### config.mk
export PLATFORM = sky130hd
export DESIGN_NAME = display_scan_ctrl_flat
export DESIGN_NICKNAME = d
export VERILOG_FILES = /design/src/rtl/display_pkg.sv /design/src/rtl/display_scan_ctrl_if.sv /design/src/rtl/bin2bcd_2d.sv /design/src/rtl/display_scan_ctrl.sv /design/src/flat_wrapper.sv
export SDC_FILE = /design/constraint.sdc
export NUM_CORES = 1
export LEC_CHECK = 0
export CORE_ASPECT_RATIO = 0.9
export CORE_MARGIN = 2
export CORE_UTILIZATION = 55
export DETAILED_ROUTE_END_ITERATION = 10
export HOLD_SLACK_MARGIN = 0.08
export PLACE_DENSITY_LB_ADDON = 0.12
export SYNTH_ARGS = -nofsm -noshare
export SYNTH_HDL_FRONTEND = slang
export SYNTH_SLANG_ARGS = --single-unit
export TNS_END_PERCENT = 20
### constraint.sdc
create_clock -name clock -period 9.5 [get_ports clock]
set_input_delay 0.95 -clock clock [delete_from_list [all_inputs] [get_ports clock]]
set_output_delay 0.95 -clock clock [all_outputs]
set_load 0.005 [all_outputs]
### src/rtl/display_pkg.sv
// Shared types, segment encodings and field codes for the multiplexed clock display.
package display_pkg;

    localparam int unsigned SEG_W = 7;

    typedef logic [SEG_W-1:0] seg_t;

    // Active-high segment patterns, bit order g..a (bit 0 = a)
    localparam seg_t SEG_0     = 7'h3F;
    localparam seg_t SEG_1     = 7'h06;
    localparam seg_t SEG_2     = 7'h5B;
    localparam seg_t SEG_3     = 7'h4F;
    localparam seg_t SEG_4     = 7'h66;
    localparam seg_t SEG_5     = 7'h6D;
    localparam seg_t SEG_6     = 7'h7D;
    localparam seg_t SEG_7     = 7'h07;
    localparam seg_t SEG_8     = 7'h7F;
    localparam seg_t SEG_9     = 7'h6F;
    localparam seg_t SEG_DASH  = 7'h40;
    localparam seg_t SEG_BLANK = 7'h00;

    typedef enum logic [1:0] {
        CAMP_NONE   = 2'd0,
        CAMP_ORE    = 2'd1,
        CAMP_MINUTE = 2'd2,
        CAMP_RSVD   = 2'd3
    } camp_e;

    // Which time field a scan index belongs to
    typedef enum logic [1:0] {
        FLD_SEC  = 2'd0,
        FLD_MIN  = 2'd1,
        FLD_HR   = 2'd2,
        FLD_NONE = 2'd3
    } field_e;

    // One frame's worth of latched display content
    typedef struct packed {
        logic [4:0] ore;
        logic [5:0] minute;
        logic [5:0] secunde;
        logic       set;
    } frame_t;

    function automatic seg_t seg_encode(input logic [3:0] bcd);
        seg_t s;
        case (bcd)
            4'd0:    s = SEG_0;
            4'd1:    s = SEG_1;
            4'd2:    s = SEG_2;
            4'd3:    s = SEG_3;
            4'd4:    s = SEG_4;
            4'd5:    s = SEG_5;
            4'd6:    s = SEG_6;
            4'd7:    s = SEG_7;
            4'd8:    s = SEG_8;
            4'd9:    s = SEG_9;
            default: s = SEG_BLANK;
        endcase
        return s;
    endfunction

endpackage

### src/rtl/display_scan_ctrl_if.sv
// Time/set inputs and scanned display outputs of the seven-segment controller.
interface display_scan_ctrl_if #(
    parameter int unsigned N_DIGITS = 4
);
    logic [4:0]          ore;
    logic [5:0]          minute;
    logic [5:0]          secunde;
    logic [4:0]          ore_setare;
    logic [5:0]          minute_setare;
    logic                semnal_setare;
    logic                semnal_setare_a;
    logic [1:0]          camp_setare;
    logic [N_DIGITS-1:0] digit_select;
    logic [6:0]          digit_display;
    logic                dp;

    modport master (
        output ore, minute, secunde, ore_setare, minute_setare,
               semnal_setare, semnal_setare_a, camp_setare,
        input  digit_select, digit_display, dp
    );

    modport slave (
        input  ore, minute, secunde, ore_setare, minute_setare,
               semnal_setare, semnal_setare_a, camp_setare,
        output digit_select, digit_display, dp
    );
endinterface

### src/rtl/bin2bcd_2d.sv
// Two-digit binary-to-BCD converter with an upper-limit range flag.
module bin2bcd_2d #(
    parameter int unsigned MAX_VAL = 99
) (
    input  logic [6:0] value,
    output logic [3:0] tens,
    output logic [3:0] units,
    output logic       over
);
    assign tens  = 4'(value / 7'd10);
    assign units = 4'(value % 7'd10);
    assign over  = value > 7'(MAX_VAL);
endmodule

### src/rtl/display_scan_ctrl.sv
// Multiplexed HH:MM[:SS] seven-segment scanner with frame latching, guard band and field blink.
module display_scan_ctrl
    import display_pkg::*;
#(
    parameter int unsigned N_DIGITS       = 4,
    parameter int unsigned SCAN_DIV       = 50000,
    parameter int unsigned GUARD          = 16,
    parameter int unsigned BLINK_DIV      = 12500000,
    parameter int unsigned SEG_ACTIVE_LOW = 1,
    parameter int unsigned SEL_ACTIVE_LOW = 1
) (
    input  logic          clock,
    input  logic          reset_n,
    display_scan_ctrl_if.slave bus
);
    localparam int unsigned PW      = $clog2(SCAN_DIV);
    localparam int unsigned IW      = $clog2(N_DIGITS);
    localparam int unsigned BW      = $clog2(BLINK_DIV);
    localparam int unsigned FLD_OFS = (N_DIGITS == 6) ? 0 : 1;
    localparam logic        SEG_INV = (SEG_ACTIVE_LOW != 0);
    localparam logic        SEL_INV = (SEL_ACTIVE_LOW != 0);
    localparam seg_t                SEG_OFF = SEG_INV ? 7'h7F : 7'h00;
    localparam logic [N_DIGITS-1:0] SEL_OFF = SEL_INV ? {N_DIGITS{1'b1}} : {N_DIGITS{1'b0}};

    logic [PW-1:0]       presc_q;
    logic [IW-1:0]       idx_q;
    logic [BW-1:0]       blink_cnt_q;
    logic                blink_phase_q;
    logic                first_q;
    frame_t              cur_q;
    logic [N_DIGITS-1:0] sel_q;
    seg_t                seg_q;
    logic                dp_q;

    logic                set_c;
    frame_t              src_c;
    logic                presc_end_c;
    logic                capture_c;
    field_e              fld_c;
    logic [3:0]          tens_c, units_c, val_c;
    logic                over_c;
    seg_t                seg_c;
    logic                dp_c;
    logic                active_c;
    logic [N_DIGITS-1:0] sel_n;
    seg_t                seg_n;
    logic                dp_n;

    logic [3:0] hr_tens, hr_units, mn_tens, mn_units, sc_tens, sc_units;
    logic       hr_over, mn_over, sc_over;

    // Source select; the set/seconds choice is captured with the data so a frame is coherent
    always_comb begin
        set_c       = bus.semnal_setare | bus.semnal_setare_a;
        src_c       = '0;
        if (set_c) begin
            src_c.ore    = bus.ore_setare;
            src_c.minute = bus.minute_setare;
        end else begin
            src_c.ore     = bus.ore;
            src_c.minute  = bus.minute;
            src_c.secunde = (N_DIGITS == 6) ? bus.secunde : 6'd0;
        end
        src_c.set   = set_c;
        presc_end_c = (presc_q == PW'(SCAN_DIV - 1));
        capture_c   = first_q | (presc_end_c && (idx_q == IW'(N_DIGITS - 1)));
    end

    bin2bcd_2d #(.MAX_VAL(23)) u_bcd_hr (
        .value(7'(cur_q.ore)), .tens(hr_tens), .units(hr_units), .over(hr_over)
    );
    bin2bcd_2d #(.MAX_VAL(59)) u_bcd_mn (
        .value(7'(cur_q.minute)), .tens(mn_tens), .units(mn_units), .over(mn_over)
    );
    bin2bcd_2d #(.MAX_VAL(59)) u_bcd_sc (
        .value(7'(cur_q.secunde)), .tens(sc_tens), .units(sc_units), .over(sc_over)
    );

    // Per-digit segment pattern; even indices are units, odd indices are tens
    always_comb begin
        fld_c   = field_e'(2'(idx_q >> 1) + 2'(FLD_OFS));
        tens_c  = sc_tens;
        units_c = sc_units;
        over_c  = sc_over;
        case (fld_c)
            FLD_HR: begin
                tens_c  = hr_tens;
                units_c = hr_units;
                over_c  = hr_over;
            end
            FLD_MIN: begin
                tens_c  = mn_tens;
                units_c = mn_units;
                over_c  = mn_over;
            end
            default: ;
        endcase
        val_c = idx_q[0] ? tens_c : units_c;
        seg_c = over_c ? SEG_DASH : seg_encode(val_c);
        if (fld_c == FLD_HR && idx_q[0] && tens_c == 4'd0 && !over_c && !cur_q.set)
            seg_c = SEG_BLANK;
        if (set_c && blink_phase_q &&
            ((camp_e'(bus.camp_setare) == CAMP_ORE    && fld_c == FLD_HR) ||
             (camp_e'(bus.camp_setare) == CAMP_MINUTE && fld_c == FLD_MIN)))
            seg_c = SEG_BLANK;
        dp_c     = (fld_c == FLD_HR) && !idx_q[0] && (set_c || !blink_phase_q);
        active_c = (presc_q >= PW'(GUARD));
        sel_n    = active_c ? ((N_DIGITS'(1) << idx_q) ^ SEL_OFF) : SEL_OFF;
        seg_n    = active_c ? (seg_c ^ SEG_OFF) : SEG_OFF;
        dp_n     = (active_c & dp_c) ^ SEG_INV;
    end

    // Scan prescaler, digit index, blink timebase and frame latch
    always_ff @(posedge clock or negedge reset_n) begin
        if (!reset_n) begin
            presc_q       <= '0;
            idx_q         <= '0;
            blink_cnt_q   <= '0;
            blink_phase_q <= 1'b0;
            first_q       <= 1'b1;
            cur_q         <= '0;
        end else begin
            first_q <= 1'b0;
            if (presc_end_c) begin
                presc_q <= '0;
                idx_q   <= (idx_q == IW'(N_DIGITS - 1)) ? '0 : idx_q + IW'(1);
            end else begin
                presc_q <= presc_q + PW'(1);
            end
            if (blink_cnt_q == BW'(BLINK_DIV - 1)) begin
                blink_cnt_q   <= '0;
                blink_phase_q <= ~blink_phase_q;
            end else begin
                blink_cnt_q <= blink_cnt_q + BW'(1);
            end
            if (capture_c)
                cur_q <= src_c;
        end
    end

    always_ff @(posedge clock or negedge reset_n) begin
        if (!reset_n) begin
            sel_q <= SEL_OFF;
            seg_q <= SEG_OFF;
            dp_q  <= SEG_INV;
        end else begin
            sel_q <= sel_n;
            seg_q <= seg_n;
            dp_q  <= dp_n;
        end
    end

    assign bus.digit_select  = sel_q;
    assign bus.digit_display = seg_q;
    assign bus.dp            = dp_q;

endmodule
### src/flat_wrapper.sv
// flat-port wrapper written by rule: the top's interface ports become plain ports
module display_scan_ctrl_flat import display_pkg::*;
#(
    parameter int unsigned N_DIGITS       = 4,
    parameter int unsigned SCAN_DIV       = 50000,
    parameter int unsigned GUARD          = 16,
    parameter int unsigned BLINK_DIV      = 12500000,
    parameter int unsigned SEG_ACTIVE_LOW = 1,
    parameter int unsigned SEL_ACTIVE_LOW = 1
)
  (clock, reset_n, bus_ore, bus_minute, bus_secunde, bus_ore_setare, bus_minute_setare, bus_semnal_setare, bus_semnal_setare_a, bus_camp_setare, bus_digit_select, bus_digit_display, bus_dp);
  display_scan_ctrl_if #(.N_DIGITS(N_DIGITS)) bus_i ();
  input  logic clock;
  input  logic reset_n;
  input wire logic [$bits(bus_i.ore)-1:0] bus_ore;
  input wire logic [$bits(bus_i.minute)-1:0] bus_minute;
  input wire logic [$bits(bus_i.secunde)-1:0] bus_secunde;
  input wire logic [$bits(bus_i.ore_setare)-1:0] bus_ore_setare;
  input wire logic [$bits(bus_i.minute_setare)-1:0] bus_minute_setare;
  input wire logic [$bits(bus_i.semnal_setare)-1:0] bus_semnal_setare;
  input wire logic [$bits(bus_i.semnal_setare_a)-1:0] bus_semnal_setare_a;
  input wire logic [$bits(bus_i.camp_setare)-1:0] bus_camp_setare;
  output wire logic [$bits(bus_i.digit_select)-1:0] bus_digit_select;
  output wire logic [$bits(bus_i.digit_display)-1:0] bus_digit_display;
  output wire logic [$bits(bus_i.dp)-1:0] bus_dp;
  assign bus_i.ore = bus_ore;
  assign bus_i.minute = bus_minute;
  assign bus_i.secunde = bus_secunde;
  assign bus_i.ore_setare = bus_ore_setare;
  assign bus_i.minute_setare = bus_minute_setare;
  assign bus_i.semnal_setare = bus_semnal_setare;
  assign bus_i.semnal_setare_a = bus_semnal_setare_a;
  assign bus_i.camp_setare = bus_camp_setare;
  assign bus_digit_select = bus_i.digit_select;
  assign bus_digit_display = bus_i.digit_display;
  assign bus_dp = bus_i.dp;
  display_scan_ctrl #(.N_DIGITS(N_DIGITS), .SCAN_DIV(SCAN_DIV), .GUARD(GUARD), .BLINK_DIV(BLINK_DIV), .SEG_ACTIVE_LOW(SEG_ACTIVE_LOW), .SEL_ACTIVE_LOW(SEL_ACTIVE_LOW)) u_core (.clock(clock), .reset_n(reset_n), .bus(bus_i));
endmodule
-- Word-level counts from Yosys, hierarchy flattened
Memory sizes are Yosys's and may differ from the RTL's.
Index checks and enable logic that the tools add are counted.
W data, S select, Z words.
- register bits after elaboration: 68
- memory bits (read-only): 112
- input bits: 34
- output and inout port bits: 12
- logic and storage cells: 69
- memories: 1
- add/sub/neg operators: 4
- divide/modulo/power cells: 4
- magnitude comparators: 3
- eq/ne operators: 7
- shift operators: 1
- multiplexer cells: 13
- bitwise gates (word level): 7
- reduce and logical (&&, ||, !) cells: 18
- memory list (memory ; words ; bits a word ; read ports ; clocked after Yosys merged registers in ; wr ports ; RTL line ; RTL):
    (name not given) ; 16 ; 7 ; 1 ; 0 ; 0 ; display_pkg.sv:47 ; case (bcd)
- operator list (operator ; count):
    $mux W7 ; 4
    $add A24 B1 Y24 const B ; 1
    $eq A24 B24 Y1 const B ; 1
    $mux W24 ; 1
    $add A16 B1 Y16 const B ; 1
    $eq A16 B16 Y1 const B ; 1
    $ge A16 B5 Y1 const B ; 1
    $mux W16 ; 1
    $pmux W4 S2 ; 2
    $logic_and A1 B1 Y1 ; 11
    $mux W11 ; 1
    $mux W4 ; 2
    $div A5 B4 Y7 const B ; 1
    $div A6 B4 Y7 const B ; 1
    $mod A5 B4 Y7 const B ; 1
    $mod A6 B4 Y7 const B ; 1
    $not A7 Y7 ; 1
    $eq A2 B2 Y1 const B ; 3
    $gt A6 B6 Y1 const B ; 1
    $gt A5 B5 Y1 const B ; 1
    $eq A2 B1 Y1 const B ; 2
    $logic_not A1 Y1 ; 4
    $logic_not A4 Y1 ; 1
    $not A4 Y4 ; 1
    9 further kinds ; 12

-- Longest topological paths before layout
- word-level depth: 11
- mapped depth: 16
- gate-level depth less buffers: 13

-- Modules after synthesis
From an unflattened synthesis, not the netlist that was laid out.
- cells, all modules: 502
- area total of the unflattened synthesis: 4634.4 um^2
- modules (own cells, without submodules) (module ; times used ; cells an instance ; area each (um^2) ; sequential area each (um^2)):
    display_scan_ctrl ; 1 ; 331 ; 3453.3 ; 1717.9
    bin2bcd_2d (u_core.u_bcd_mn) ; 1 ; 89 ; 615.6 ; 0.0
    bin2bcd_2d (u_core.u_bcd_hr) ; 1 ; 82 ; 565.5 ; 0.0

-- Worst setup path before layout
No wires, ideal clock.
- path type: register to register
- from: reg u_core.idx_q[1]
- to: reg u_core.seg_q[1] (netlist: u_core.bus.digit_display[1])
- setup time: 0.079 ns
- arrival: 2.973 ns
- data required time: 9.421 ns
- path slack: 6.448 ns
- stages on the path, launching flop included: 16
- buffers on the path: 3
- period minus slack after synthesis: 3.052 ns
- path through: dfrtp_1 > buf_2 > buf_4 > inv_1 > a21boi_0 > ha_1 > a21o_1 > o211ai_1 > or3_1 > a21oi_1 > or4_4 > buf_6 > ha_1 > inv_1 > a21oi_1 > o21ai_0
- longest elaborated chain between the ends: 11
- elaborated cells between the ends (all ways): 23
- those cells by class: add/sub: 1; eq/ne: 2; mux: 8; bitwise: 1; reduce/logical: 10; memory: 1
- ends and longest elaborated chain (element ; RTL line ; RTL):
    start: declaration ; display_scan_ctrl.sv:26 ; logic [IW-1:0] idx_q;
    start signal: assignment ; display_scan_ctrl.sv:126 ; idx_q <= (idx_q == IW'(N_DIGITS - 1)) ? '0 : idx_q + IW'(1);
    $add A1 B1 Y2 * ; display_scan_ctrl.sv:81 ; fld_c = field_e'(2'(idx_q >> 1) + 2'(FLD_OFS));
    branches (longest 7 deep; another with $mem_v2 Z16 W7) ; - ;
    $mux W7 * ; display_scan_ctrl.sv:102 ; if (set_c && blink_phase_q &&
    $not A7 Y7 (no line) * ; - ;
    $mux W7 * ; display_scan_ctrl.sv:109 ; seg_n = active_c ? (seg_c ^ SEG_OFF) : SEG_OFF;
    via u_core.seg_n[1] ; display_scan_ctrl.sv:46 ; seg_t seg_n;
    end signal: assignment ; display_scan_ctrl.sv:148 ; seg_q <= seg_n;
    end: declaration ; display_scan_ctrl.sv:32 ; seg_t seg_q;
Mark *: on every way through the listed nets, which the timed path passes.
A chain may end at the register's enable or synchronous reset.

-- Worst setup path in the final report
- from: reg u_core.idx_q[1]
- to: reg u_core.seg_q[6] (netlist: u_core.bus.digit_display[6])
The elaborated chain is that of the path after synthesis.

==> flow_summary.json <==
{
  "seq_area_frac_synth_pct": 47.05,
  "antenna_found_initial": 0,
  "rsz0062_at_grt": "false",
  "grt_overflow": 0,
  "ios": 46,
  "grt_pass1_wl_mm": 12.05,
  "synth_mux_area_share_pct": 5.312,
  "placed_cells": 500,
  "worstPathMaxFanout": 22,
  "worst_hold_path_type": "flop to flop",
  "die_x_um": 89.88,
  "wl_mm": 6.750,
  "cp_top_family": "compound AO/OA/AOI/OAI gates",
  "slew_headroom_pct": 25.00,
  "ys_ff_latch": 68,
  "period_needed_ns": 3.622,
  "synth_cell_types": 57,
  "final-instance-count-excl-fill": 516,
  "dp_hpwl_mm": 4.754,
  "first_global_vias": 2632,
  "crit_path_start_kind": "flop",
  "vias_per_cell": 5.424,
  "die_area_um2": 7307,
  "detail_route.wl_per_cell_um": 13.08,
  "grtUsageTotal_pct": 21.07,
  "tightest_slew_ns": 1.121,
  "gp_congestion": 0.8711,
  "num_vias": 2799,
  "vdd_ir_drop_max_mv": 0.1122,
  "post_cts_resized": 0,
  "total_power_uw": 697.0,
  "cts_setup_buffers": 0,
  "synthTopCellsByArea": "dfrtp_1 (38%), dfstp_2 (9.4%), nor2_1 (4.5%)",
  "final_common_cell": "dfrtp_1",
  "yosys_warnings": 0,
  "clock_path_buffers": 2,
  "status": "complete, no violations",
  "dr.first_iter.drc_count": 196,
  "path_cells": "inv_1 -> a21boi_0 -> ha_1 -> a21o_1 -> o21ai_0 -> o211ai_1 -> a221oi_1 -> inv_1 -> ha_1 -> o31ai_1 -> a21oi_1",
  "synthFlopType": "dfrtp_1",
  "synth_compound_area_share_pct": 11.21,
  "clock_latency_ns": 0.35,
  "port_buffers": 39,
  "cts_buffers": 9,
  "grt_max_degree": 69,
  "drt_pre_antenna_iters": 4,
  "timing.fmax_mhz": 276.1,
  "post_dp_cell_area_um2": 4129,
  "power_per_cell_area_nw_per_um2": 160.9,
  "synth-xor-area-share_pct": 8.396,
  "die_h_um": 81.30,
  "synth_fa_ha_area_share_pct": 4.455,
  "nFillCells": 538,
  "synth-simple-area-share_pct": 20.77,
  "finalSetupTns_ns": 0,
  "cp_slowest_stage_delay_ns": 0.84,
  "syn-num-nets": 424,
  "syn-instance-count": 377,
  "required_ns": 9.78,
  "rows": 28,
  "synth_edf_count": 0,
  "cts_hold_buf": 0,
  "cts_htree_levels": 3,
  "drtAntennaViolNets": 0,
  "maxCapViolCount": 0,
  "final_cell_mix": "dfrtp_1 (55), nor2_1 (44), nand2_1 (38), clkdlybuf4s50_1 (38), o21ai_0 (24)",
  "diodes": 0,
  "slowest_stage": "dfrtp_1",
  "path_class": "flop to flop",
  "finalSetupViolCount": 0,
  "fin_skew_ns": 0.009264,
  "root_buffer": "clkbuf_8",
  "cts_tree": "built",
  "drive_gt1_share_pct": 10.33,
  "synth_area_um2": 3651,
  "synth_top_family_by_area": "simple AND/OR/NAND/NOR gates",
  "hold_viol": 0,
  "syn_to_final_growth_pct": 18.64,
  "cp.arrival_ns": 3.90,
  "start_util_pct": 56.03,
  "final_nets": 468,
  "clk_pin_slew_worst_paths_ns": 0.07,
  "syn_area_per_cell_um2": 9.684,
  "holdWs_ns": 0.4847,
  "critPathBufInv": 2,
  "synth_top_cell_area_share_pct": 37.70,
  "power_leakage_uw": 0.001864,
  "stdcell_area_um2": 4332,
  "core_um2": 6516,
  "min_period_over_period_pct": 38.12,
  "remaining_drc_errors": 0,
  "end_kind": "flop",
  "cts.sinks": 68,
  "maxSlewViolCount": 0,
  "synth-async-reset-ratio_pct": 100.0,
  "yosys.area.top_type": "dfrtp_1"
}
==> registers in the layout (all words and copies together), names as in the netlist <==
signal,flops
u_core.bus.dp,1
u_core.idx_q,2
u_core.cur_q,12
u_core.presc_q,16
u_core.bus.digit_display,7
u_core.first_q,1
u_core.bus.digit_select,4
u_core.blink_phase_q,1
u_core.blink_cnt_q,24
==> layout make-up <==
class                   instances  area [µm²]  share of cell area [%]
inverters                      13       48.80                   1.127
clock inverters                 4       47.55                   1.098
repair buffers                 43       415.4                   9.590
flip-flops and latches         68        1718                   39.66
multi-input cells             286        1834                   42.35
well taps                      90       112.6                   2.600
clock buffers                  12       155.1                   3.582
==> synthesized netlist by cell type, types with 7 or more instances <==
library cell / count
nand2_1: 38
dfstp_2: 13
inv_1: 12
xnor2_1: 18
a21oi_1: 11
clkbuf_1: 7
o21ai_0: 24
nor2_1: 44
mux2i_1: 16
nand3_1: 22
dfrtp_1: 55
ha_1: 13
nand4_1: 10
nor3_1: 8
xor2_1: 17
==> worst paths after layout <==
| path | slack, ns | depth (start not counted) | to | from |
|---|---|---|---|---|
| min in group asynchronous | 0.77 | 2 | u_core.blink_cnt_q[5]$_DFF_PN0_ | reset_n |
| max in group asynchronous | 8.17 | 2 | u_core.cur_q[13]$_DFFE_PN0P_ | reset_n |
| worst min-delay path | 0.48 | 1 | u_core.blink_cnt_q[0]$_DFF_PN0_ | u_core.blink_cnt_q[0]$_DFF_PN0_ |
| worst min register to register | 0.48 | 1 | u_core.blink_cnt_q[0]$_DFF_PN0_ | u_core.blink_cnt_q[0]$_DFF_PN0_ |
| worst max register to register | 5.88 | 11 | u_core.bus.digit_display[6]$_DFF_PN1_ | u_core.idx_q[1]$_DFFE_PN0N_ |
| worst max-delay path | 5.88 | 11 | u_core.bus.digit_display[6]$_DFF_PN1_ | u_core.idx_q[1]$_DFFE_PN0N_ |
==> per-stage QoR <==
stage / util (%) / worst slack, ns
CTS: 66.47 / 5.830
detailed placement: 63.36 / 5.824
floorplan: - / 6.448
global placement: 63.36 / 5.882
finish: 66.47 / 5.878
global route: 66.47 / 5.413
==> worst register-to-register path: stages, from the launching register on <==
cell and delay, ns:
dfrtp_1 0.84, inv_1 0.22, a21boi_0 0.22, ha_1 0.27
a21o_1 0.19, o21ai_0 0.35, o211ai_1 0.16, a221oi_1 0.59
inv_1 0.15, ha_1 0.26, o31ai_1 0.24, a21oi_1 0.06
==> cells by family after synthesis <==
kind of cell	after synthesis
AO/OA/AOI/OAI	64
adder cells (fa/ha/maj)	13
other	1
buffers and inverters	23
AND/OR/NAND/NOR	154
multiplexers	19
XOR/XNOR	35
flip-flops	68
==> power by group <==
| part | switching (µW) | leakage, µW | internal [µW] | total, µW |
|---|---|---|---|---|
| sequential | 8.62 | 0.000852 | 317 | 326 |
| combinational | 60.4 | 0.000910 | 67.4 | 128 |
| clock | 109 | 0.000102 | 135 | 243 |
==> per-layer routing <==
metal | track usage (%) | up-vias | wire (µm)
met1 | 27.44 | 1321 | 3163
met5 | 0 | - | 0
li1 | - | 1406 | -
met4 | 9.538 | 0 | 106
met3 | 5.659 | 12 | 383
met2 | 33.56 | 60 | 3098
Note: power is estimated with default switching activity, not from simulation.
